**config.mk**
```make
export PLATFORM = sky130hd
export DESIGN_NAME = ttt_referee
export DESIGN_NICKNAME = d
export VERILOG_FILES = /design/src/rtl/ttt_referee.sv
export SDC_FILE = /design/constraint.sdc
export NUM_CORES = 1
export LEC_CHECK = 0
export CELL_PAD_IN_SITES_DETAIL_PLACEMENT = 1
export CELL_PAD_IN_SITES_GLOBAL_PLACEMENT = 1
export CORE_MARGIN = 2
export CORE_UTILIZATION = 38
export DETAILED_ROUTE_END_ITERATION = 8
export PLACE_DENSITY = 0.79
export SYNTH_ARGS = -nofsm -noshare
export SYNTH_HDL_FRONTEND = slang
export SYNTH_SLANG_ARGS = --single-unit
export TNS_END_PERCENT = 5
```
**constraint.sdc**
```tcl
create_clock -name clk -period 2.8 [get_ports clk]
set_clock_uncertainty 0.15 [all_clocks]
set_input_delay 0.42 -clock clk [delete_from_list [all_inputs] [get_ports clk]]
set_output_delay 0.42 -clock clk [all_outputs]
set_load 0.02 [all_outputs]
```
**src/rtl/ttt_referee.sv**
```systemverilog
// ttt_referee: tic-tac-toe game controller and referee owning the X/O boards.
// Define TTT_STATS_EN to add saturating o_wins/x_wins/draws counters.
module ttt_referee #(
  parameter int AI_DELAY     = 2,
  parameter bit FIRST_PLAYER = 1'b0
) (
  input  logic       clk,
  input  logic       rst_n,
  input  logic       new_game,
  input  logic       move_valid,
  output logic       move_ready,
  input  logic [3:0] move_sq,
  input  logic [8:0] ai_move,
  output logic [8:0] x_state,
  output logic [8:0] o_state,
  output logic       turn,
  output logic       game_over,
  output logic [1:0] winner,
  output logic [8:0] win_line,
  output logic       illegal,
  output logic       ai_fault
`ifdef TTT_STATS_EN
  ,
  output logic [7:0] o_wins,
  output logic [7:0] x_wins,
  output logic [7:0] draws
`endif
);
  typedef enum logic [2:0] {WAIT_O, AI_WAIT, AI_COMMIT, CHECK, DONE} state_t;
  localparam logic [3:0] DLY = 4'(AI_DELAY);
  localparam logic [8:0] LINES [8] = '{9'h007, 9'h038, 9'h1C0, 9'h049, 9'h092, 9'h124, 9'h111, 9'h054};
  state_t     r_state;
  logic [3:0] r_cnt;
  logic [8:0] r_x, r_o, r_win_line;
  logic [1:0] r_winner;
  logic       r_last, r_illegal, r_fault, r_over;
  logic [8:0] w_occ, w_empty, w_low, w_board, w_o_bit, w_lines;
  logic       w_ai_ok, w_o_ok;
  assign w_occ   = r_x | r_o;
  assign w_empty = ~w_occ;
  assign w_low   = w_empty & (~w_empty + 9'd1);
  assign w_board = r_last ? r_x : r_o;
  assign w_o_bit = 9'd1 << move_sq;
  assign w_o_ok  = (move_sq <= 4'd8) && ((w_o_bit & w_occ) == 9'd0);
  assign w_ai_ok = (ai_move != 9'd0) && ((ai_move & (ai_move - 9'd1)) == 9'd0) && ((ai_move & w_occ) == 9'd0);
  always_comb begin
    w_lines = '0;
    for (int i = 0; i < 8; i++) w_lines |= ((w_board & LINES[i]) == LINES[i]) ? LINES[i] : 9'd0;
  end
  always_ff @(posedge clk or negedge rst_n) begin
    if (!rst_n) begin
      r_state    <= FIRST_PLAYER ? AI_WAIT : WAIT_O;
      r_cnt      <= DLY;
      r_x        <= '0;
      r_o        <= '0;
      r_winner   <= '0;
      r_win_line <= '0;
      r_last     <= 1'b0;
      r_illegal  <= 1'b0;
      r_fault    <= 1'b0;
      r_over     <= 1'b0;
    end else if (new_game) begin
      r_state    <= FIRST_PLAYER ? AI_WAIT : WAIT_O;
      r_cnt      <= DLY;
      r_x        <= '0;
      r_o        <= '0;
      r_winner   <= '0;
      r_win_line <= '0;
      r_illegal  <= 1'b0;
      r_fault    <= 1'b0;
      r_over     <= 1'b0;
    end else begin
      r_illegal <= 1'b0;
      case (r_state)
        WAIT_O: if (move_valid) begin
          if (w_o_ok) begin
            r_o     <= r_o | w_o_bit;
            r_last  <= 1'b0;
            r_state <= CHECK;
          end else r_illegal <= 1'b1;
        end
        CHECK: if (|w_lines) begin
          r_winner   <= r_last ? 2'b10 : 2'b01;
          r_win_line <= w_lines;
          r_over     <= 1'b1;
          r_state    <= DONE;
        end else if (&w_occ) begin
          r_winner <= 2'b00;
          r_over   <= 1'b1;
          r_state  <= DONE;
        end else if (!r_last) begin
          r_cnt   <= DLY;
          r_state <= AI_WAIT;
        end else r_state <= WAIT_O;
        AI_WAIT: if (r_cnt <= 4'd1) r_state <= AI_COMMIT; else r_cnt <= r_cnt - 4'd1;
        AI_COMMIT: begin
          // a bad AI move is replaced by the lowest empty square so play continues
          r_x     <= r_x | (w_ai_ok ? ai_move : w_low);
          r_fault <= r_fault | !w_ai_ok;
          r_last  <= 1'b1;
          r_state <= CHECK;
        end
        default: ;
      endcase
    end
  end
  assign move_ready = (r_state == WAIT_O);
  assign turn       = (r_state == AI_WAIT) || (r_state == AI_COMMIT) || ((r_state == CHECK) && !r_last);
  assign x_state    = r_x;
  assign o_state    = r_o;
  assign game_over  = r_over;
  assign winner     = r_winner;
  assign win_line   = r_win_line;
  assign illegal    = r_illegal;
  assign ai_fault   = r_fault;
`ifdef TTT_STATS_EN
  logic [7:0] r_o_wins, r_x_wins, r_draws;
  logic       w_done;
  assign w_done = (r_state == CHECK) && !new_game && ((|w_lines) || (&w_occ));
  always_ff @(posedge clk or negedge rst_n) begin
    if (!rst_n) begin
      r_o_wins <= '0;
      r_x_wins <= '0;
      r_draws  <= '0;
    end else if (w_done) begin
      if ((|w_lines) && !r_last && (r_o_wins != 8'hFF)) r_o_wins <= r_o_wins + 8'd1;
      if ((|w_lines) && r_last && (r_x_wins != 8'hFF)) r_x_wins <= r_x_wins + 8'd1;
      if (!(|w_lines) && (r_draws != 8'hFF)) r_draws <= r_draws + 8'd1;
    end
  end
  assign o_wins = r_o_wins;
  assign x_wins = r_x_wins;
  assign draws  = r_draws;
`endif
endmodule
```
==> flow_summary.ini, run 1 <==
[run_status]
status = finished, final reports clean

[sta]
fmax_ghz = 0.372
worst_slew_pin_slew_ns = 0.942
period_needed_ns = 2.69
relSlewSlack_pct = 37.2
period_share_pct = 96.1
hold_viol_final = 0
setup_violations = 0
report.final.slew_viol_count = 0
hold_ws_ns = 0.113
tns_ns = 0
rsz0062_at_grt = no

[clock_tree]
insertion_delay_ns = 0.30
cts_buffer_depth = 2
cts.sinks = 40
cts_tree = done
cts-root-buf = clkbuf_8
ctsHoldBuffers = 0
post_cts_buffers = 0
cts_made_buffers = 5
clkTransAtPathRegs_ns = 0.08
cts_resized = 0
htree_levels = 2

[synth]
synth_area_leaders = dfrtp_1, nor2_1, mux2i_1
yosysTopAreaCell = dfrtp_1
synth_top_area_share_pct = 39.1
yosysMostFrequentCell = dfrtp_1
synth_top_flop_cell = dfrtp_1
synth_common_cells = dfrtp_1, nor2_1, inv_1, nand2_1, nor3_1
avgSynthCellArea_sq_um = 8.75
ys_seq_area_share_pct = 40.2
synth.yosys.warnings = 0
async_flop_share_pct = 100
ys_ff_latch = 40
netlist_instances = 285
synth_cell_types = 59
synth_nets = 304
synth.cell_area_sq_mm = 0.00249
synth_edf_count = 0

[place]
hpwl_microns = 6230
gp_congestion = 0.863
postPlaceCellArea_sq_mm = 0.00322
io_buffers = 50

[global_routing]
grt_max_degree = 41
grt_pass1_vias = 2581
globalRouteTotalUtil_pct = 23.7
overflow = 0
antenna_found_initial = 0
grt_first_pass_wirelength_microns = 13600

[floorplan]
ios = 51
die_width_microns = 85.0
coreArea_sq_mm = 0.00635
floorplan.initialDensity_pct = 39.3
die_h_microns = 85.0
core.rowCount = 29
die_area_sq_mm = 0.00723

[worst_setup_path]
critical_path_required_ns = 2.23
cp_num_buf_inv = 2
cp-start-kind = flip-flop
worstSetupEndpointType = output port
arrival_ns = 2.12
cp_max_fo = 17
path_cells = buf_4 -> and3_1 -> nor3_1 -> clkdlybuf4s50_1
crit_family = buffers and inverters
path_class = reg2out
slowest_stage = clkdlybuf4s50_1
slowest_delay_ns = 0.65

[routing]
dr_wl_met2_microns = 4050
highest_layer = met4
wl_met1_microns = 3740
drt_wl_total_microns = 8420
wl_per_cell_microns = 19.4
first_pass_iters = 4
drt-initial-drc-count = 199
final_antenna_net_count = 0
met3_wirelength_microns = 551
via_count = 2598
via_per_inst = 5.99
drc = 0

[power_and_ir_drop]
static-leakage-power_nw = 1.28
p_per_area_mw_per_mm2 = 505
ir_drop_mv = 0.331
total_power_mw = 1.67

[finish]
area.growth.synth_to_final_pct = 32.8
post-route-util_pct = 52.2
n_antenna_cell = 0
num-fill-cells = 754
nNetsFinal = 375
drive_above_1_share_pct = 13.2
fin_area_sq_mm = 0.00331

[hold_path]
worstHoldPathType = in2async

[flow_run]
cap_violations = 0
state kept, by name, indices dropped and copies added (netlist names):
register	flops
r_state	3
r_cnt	4
illegal	1
x_state	9
ai_fault	1
r_last	1
game_over	1
winner	2
o_state	9
win_line	9
layout by cell type, fill, tap and decap left out, types with 3 or more instances in the layout:
cell             count
a211oi_1            10
a21oi_1              9
a31oi_1              3
and2_1               4
and3_1               4
buf_4               25
clkbuf_8             6
clkdlybuf4s50_1     49
dfrtp_1             39
inv_1               21
mux2i_1             11
nand2_1             21
nand3_1             10
nor2_1              36
nor3_1              16
nor4_1               3
o21ai_0              8
o21ai_1              3
o22ai_1             14
o32ai_1              7
o41ai_1              6
routing by layer:
metal | global-route usage [%] | up-vias
met5 | 0 | -
met4 | 5.34 | 0
met3 | 2.82 | 10
met2 | 37.9 | 87
met1 | 34.6 | 1290
li1 | - | 1211
path summary, 6_finish.rpt:
kind | cells past startpoint | start | to | slack, ns
worst min register to register | 2 | game_over$_DFFE_PN0P_ | game_over$_DFFE_PN0P_ | 0.37
max in group asynchronous | 1 | rst_n | win_line[2]$_DFFE_PN0P_ | 1.80
worst min-delay path | 1 | rst_n | o_state[6]$_DFFE_PN0P_ | 0.11
worst max register to register | 6 | o_state[0]$_DFFE_PN0P_ | winner[1]$_DFFE_PN0P_ | 0.20
min in group clk | 2 | game_over$_DFFE_PN0P_ | game_over$_DFFE_PN0P_ | 0.37
worst max-delay path | 4 | r_last$_DFFE_PN0P_ | turn | 0.11
power by group:
group / internal (mW) / switching [mW] / leakage [nW] / total, mW
registers: 0.629 / 0.0819 / 0.546 / 0.711
logic: 0.235 / 0.318 / 0.691 / 0.553
clock network: 0.201 / 0.207 / 0.0455 / 0.409
layout make-up:
type                            instances  area [sq um]  area share [%]
Tap cell                               77          96.3            2.91
Timing Repair Buffer                   75           683            20.6
Sequential cell                        40          1000            30.2
Clock buffer                            8          90.1            2.72
Inverter                               23          86.3            2.60
Multi-Input combinational cell        211          1360            40.9
through the flow:
| step | setup WS [ns] | std cells |
|---|---|---|
| after detailed placement | -0.0738 | 426 |
| after floorplan | 0.412 | 285 |
| after global routing | 0.0197 | 434 |
| after CTS | 0.120 | 434 |
| after global placement | 0.00371 | 426 |
| final | 0.109 | 434 |
cells by family after synthesis:
| logic type | count (synthesis) | synth area share, % |
|---|---|---|
| compound gates | 82 | 25.2 |
| xor+xnor | 1 | 0.351 |
| fa+ha+maj | 2 | 1.00 |
| buf+inv | 34 | 5.47 |
| flops | 40 | 40.2 |
| mux | 11 | 4.41 |
| simple gates | 115 | 23.4 |
No activity file was read; power rests on OpenSTA's default activity.
==> inputs of run 2 (changes only) <==
Settings changed: MAX_ROUTING_LAYER set to met4, SETUP_SLACK_MARGIN set to 0.3.
==> run 2 against run 1 <==
Worst hold slack better by 0.0010 ns. Sequential cell count unchanged. Die area did not move. Combinational power shrank 1%. Worst setup slack gained 0.18 ns. Maximum frequency is 7.1% higher.
==> flow_summary.ini, run 2 (synthesized netlist as in run 1, its figures left out) <==
[finish]
final_cells = 434
drive_above_1_share_pct = 14.3
final_common_cell = clkdlybuf4s50_1
area.growth.synth_to_final_pct = 33.2
fin_area_sq_mm = 0.00332
n_antenna_cell = 0
final_cell_mix = clkdlybuf4s50_1, dfrtp_1, nor2_1
nNetsFinal = 375

[routing]
via_per_inst = 6.01
via_count = 2608
drt-initial-drc-count = 222
wl_per_cell_microns = 19.3
drt_wl_total_microns = 8380
final_antenna_net_count = 0
drc = 0
first_pass_iters = 5

[clock_tree]
cts.sinks = 40
cts_made_buffers = 5
cts-root-buf = clkbuf_8
htree_levels = 2
ctsHoldBuffers = 0
cts_tree = done
cts_buffer_depth = 2
clkTransAtPathRegs_ns = 0.08
insertion_delay_ns = 0.30
post_cts_buffers = 0

[floorplan]
floorplan.initialDensity_pct = 39.3
die_h_microns = 85.0
ios = 51
die_area_sq_mm = 0.00723
core.rowCount = 29
coreArea_sq_mm = 0.00635
die_width_microns = 85.0

[place]
place_inst = 426
postPlaceCellArea_sq_mm = 0.00322
gp_congestion = 0.877
io_buffers = 50
place_ws_ns = -0.0738
hpwl_microns = 6230

[sta]
setup_violations = 0
report.final.slew_viol_count = 0
hold_viol_final = 0
relSlewSlack_pct = 36.6
rsz0062_at_grt = yes
worst_slew_pin_slew_ns = 0.951
period_needed_ns = 2.51
setup_slack_ns = 0.288
fmax_ghz = 0.398
period_share_pct = 89.7
hold_ws_ns = 0.114

[global_routing]
grt_max_degree = 41
antenna_found_initial = 0
grt_pass1_vias = 2575
grt_first_pass_wirelength_microns = 13700
globalRouteTotalUtil_pct = 24.5
overflow = 0

[worst_setup_path]
slowest_delay_ns = 0.55
path_class = reg2reg
critical_path_required_ns = 2.84
path_cells = nor2_2 -> or4_4 -> or4_4 -> a31oi_4 -> mux2i_1 -> nor2_1
cp_common_cell = or4_4
worstSetupEndpointType = flip-flop
slowest_stage = dfrtp_1
arrival_ns = 2.55
cp_max_fo = 6
cp-start-kind = flip-flop

[power_and_ir_drop]
total_power_mw = 1.67
p_per_area_mw_per_mm2 = 501
ir_drop_mv = 0.328
static-leakage-power_nw = 1.29

[hold_path]
worstHoldPathType = in2async

[flow_run]
cap_violations = 0

[run_status]
status = finished, final reports clean
[run 2: changes by cell type in the layout (fill, tap and decap cells not counted)]
cell,before,now
a2111oi_2,0,1
dfrtp_1,39,37
a2111oi_1,1,0
clkdlybuf4s50_1,49,47
dlygate4sd2_1,0,1
and4_2,0,1
dfrtp_2,0,2
dlymetal6s2s_1,0,1
and4_1,1,0
[run 2: through the flow]
stage | util (%) | TNS [ns]
after floorplan | - | 0
final | 52.4 | 0
after CTS | 52.2 | 0
after global placement | 50.8 | 0
after detailed placement | 50.8 | -0.281
after global routing | 52.4 | 0
[run 2: final timing paths]
path	start	endpoint	slack, ns	depth (start not counted)
worst max-delay path	o_state[2]$_DFFE_PN0P_	winner[1]$_DFFE_PN0P_	0.29	6
worst min-delay path	rst_n	o_state[6]$_DFFE_PN0P_	0.11	1
worst max register to register	o_state[2]$_DFFE_PN0P_	winner[1]$_DFFE_PN0P_	0.29	6
worst min register to register	game_over$_DFFE_PN0P_	game_over$_DFFE_PN0P_	0.37	2
max in group asynchronous	rst_n	r_last$_DFFE_PN0P_	1.73	1
min in group clk	game_over$_DFFE_PN0P_	game_over$_DFFE_PN0P_	0.37	2
[run 2: worst max-delay path: cells and delay by family, from the launching register on]
kind | cells | cell delay, ns
simple gates | 4 | 1.24
flops | 1 | 0.55
compound gates | 1 | 0.25
mux | 1 | 0.22
[run 2: final cells by class]
cell class	instances	area, sq um
fill	752	3030
multi-input combinational	211	1360
sequential	40	1000
timing repair buffer	75	684
tap	77	96.3
clock buffer	8	90.1
inverter	23	86.3
[run 2: metal layers]
layer / wire length, microns / vias up / GRT usage, % / part of all wire [%]
met5: 0 / - / - / 0
met4: 104 / 0 / 5.34 / 1.2
met3: 405 / 11 / 2.72 / 4.8
met2: 4070 / 88 / 37.8 / 49
met1: 3800 / 1301 / 34.8 / 45
li1: - / 1208 / - / -
[run 2: timing repair]
action	in CTS	in global routing
resized for setup	2	4
endpoints found under the setup margin	10	28
endpoints found under the hold margin	0	0
pin swaps	0	0
[run 2: report_power, final]
| part | internal (mW) | leakage (nW) | total [mW] | switching, mW |
|---|---|---|---|---|
| registers | 0.631 | 0.543 | 0.712 | 0.0817 |
| logic | 0.228 | 0.703 | 0.546 | 0.318 |
| clock network | 0.201 | 0.0455 | 0.407 | 0.205 |
==> inputs of run 3 (changes only) <==
Settings changed: CORE_UTILIZATION 38 to 40, DONT_BUFFER_PORTS set to 1, MAX_ROUTING_LAYER met4 to unset, PLACE_DENSITY 0.79 to 0.69.
==> run 3 against run 2 <==
Clock power is 31% higher. Sequential power is 2% higher. Combinational power is 20% lower. Count of clock-buffer cells in the layout is 1 lower. Non-clock buffer count is 53 lower. Die area is 4.8% lower. Core utilization is 4.8 points lower. Sequential cell count stayed put. Worst hold slack worse by 0.086 ns. Maximum frequency is 1.2% higher. Wire length is 3.1% lower. First-iteration DRC count is 23% lower. Critical path type unchanged. Largest cell class unchanged.
==> flow_summary.ini, run 3 (synthesized netlist as in run 1, its figures left out) <==
[worst_setup_path]
worstSetupEndpointType = flip-flop
rrSetupSlack_ns = 0.32
slowest_stage = dfrtp_1
path_class = reg2reg
path_cells = nor2_1 -> or4_4 -> or4_4 -> a31oi_4 -> mux2i_1 -> nor2_1
reg2regPathDepth = 6
slowest_delay_ns = 0.54
cp.depth = 6
cp_max_fo = 5
cp_num_buf_inv = 0
arrival_ns = 2.53
critical_path_required_ns = 2.84
crit_family = simple AND/OR/NAND/NOR gates
cp-start-kind = flip-flop

[global_routing]
globalRouteTotalUtil_pct = 24.2
use_met3_pct = 6.06
overflow = 0
grt-busiest-layer = met2
antenna_found_initial = 0
grt_pass1_vias = 2497
grtUsageMet2_pct = 37.3
use_met1_pct = 33.6
grt_first_pass_wirelength_microns = 13400
grt_max_degree = 41

[finish]
area.growth.synth_to_final_pct = 14.1
final_common_cell = dfrtp_1
num-fill-cells = 729
drive_above_1_share_pct = 15.1
nNetsFinal = 322
n_antenna_cell = 0
final_cell_mix = dfrtp_1, nor2_1, inv_1, nand2_1, buf_4
final_cells = 379

[floorplan]
core.rowCount = 28
ios = 51
die_area_sq_mm = 0.00688
die_width_microns = 83.0
coreArea_sq_mm = 0.00599
floorplan.initialDensity_pct = 41.6
die_h_microns = 83.0

[routing]
drc = 0
final_antenna_net_count = 0
first_pass_iters = 5
via_count = 2374
wl_per_cell_microns = 21.4
drt-initial-drc-count = 170
via_per_inst = 6.26
drt_wl_total_microns = 8130

[clock_tree]
cts_made_buffers = 5
insertion_delay_ns = 0.30
cts_tree = done
cts-root-buf = clkbuf_8
cts.sinks = 40
htree_levels = 2
clkTransAtPathRegs_ns = 0.08
cts_buffer_depth = 2

[hold_path]
whs_path_depth = 1
worstHoldPathType = in2reg

[sta]
rsz0062_at_grt = yes
setup_slack_ns = 0.317
relSlewSlack_pct = 57.3
hold_ws_ns = 0.0283
period_needed_ns = 2.48
fmax_ghz = 0.403
period_share_pct = 88.7
tns_ns = 0
setup_violations = 0
hold_viol_final = 0
worst_slew_pin_slew_ns = 0.636
report.final.slew_viol_count = 0

[place]
hpwl_microns = 5990
gp_congestion = 0.852
place_ws_ns = 0.242
io_buffers = 0
place_inst = 369

[power_and_ir_drop]
p_per_area_mw_per_mm2 = 595
total_power_mw = 1.70
ir_drop_mv = 0.412
static-leakage-power_nw = 1.11

[run_status]
status = finished, final reports clean

[flow_run]
cap_violations = 0
==> run 3: cell types whose count changed in the layout (fill, tap and decap cells not counted), sizes merged <==
cell	delta
bufinv	+1
clkdlybuf4s50	-47
dlygate4sd3	+1
clkbuf	-1
buf	-5
dlymetal6s2s	-1
dlygate4sd2	-1
==> run 3: where the power goes <==
part / internal [mW] / switching, mW / total (mW)
Combinational: 0.163 / 0.274 / 0.437
Sequential: 0.630 / 0.0932 / 0.724
Clock: 0.315 / 0.219 / 0.534
==> run 3: final timing paths <==
kind,end,from
max in group asynchronous,r_cnt[1]$_DFFE_PN1P_,rst_n
min in group asynchronous,x_state[0]$_DFFE_PN0P_,rst_n
hold reg to reg,r_cnt[1]$_DFFE_PN1P_,r_cnt[1]$_DFFE_PN1P_
setup reg to reg,winner[0]$_DFFE_PN0P_,o_state[3]$_DFFE_PN0P_
hold / removal,win_line[5]$_DFFE_PN0P_,new_game
setup / recovery,winner[0]$_DFFE_PN0P_,o_state[3]$_DFFE_PN0P_
==> run 3: routing by layer <==
layer	vias up	wire (microns)
met5	-	0
met4	0	131
met3	13	608
met2	88	3740
met1	1172	3650
li1	1101	-
==> run 3: stage by stage <==
stage                     util (%)  cell area, sq um
after floorplan                  -              2490
after global placement        44.9              2690
after detailed placement      44.9              2690
after CTS                     47.5              2850
after global routing          47.5              2850
final                         47.5              2850
==> run 3: area by class of cell <==
type | count | area (sq um) | share of cell area, %
clock buffers | 7 | 96.3 | 3.38
flip-flops and latches | 40 | 1000 | 35.2
clock inverters | 1 | 30.0 | 1.05
well taps | 75 | 93.8 | 3.30
multi-input cells | 211 | 1360 | 47.7
repair buffers | 22 | 180 | 6.33
inverters | 23 | 86.3 | 3.03
==> run 3: worst reg2reg max path, stage by stage, from the launching register on <==
cell	delay, ns
dfrtp_1	0.54
nor2_1	0.12
or4_4	0.52
or4_4	0.53
a31oi_4	0.24
mux2i_1	0.21
nor2_1	0.06
==> run 3: what timing repair did <==
item	in CTS	in global routing
buffers inserted	0	0
setup endpoints to repair	0	29
gates resized for setup	0	2
hold endpoints to repair	40	0
hold buffers	2	0
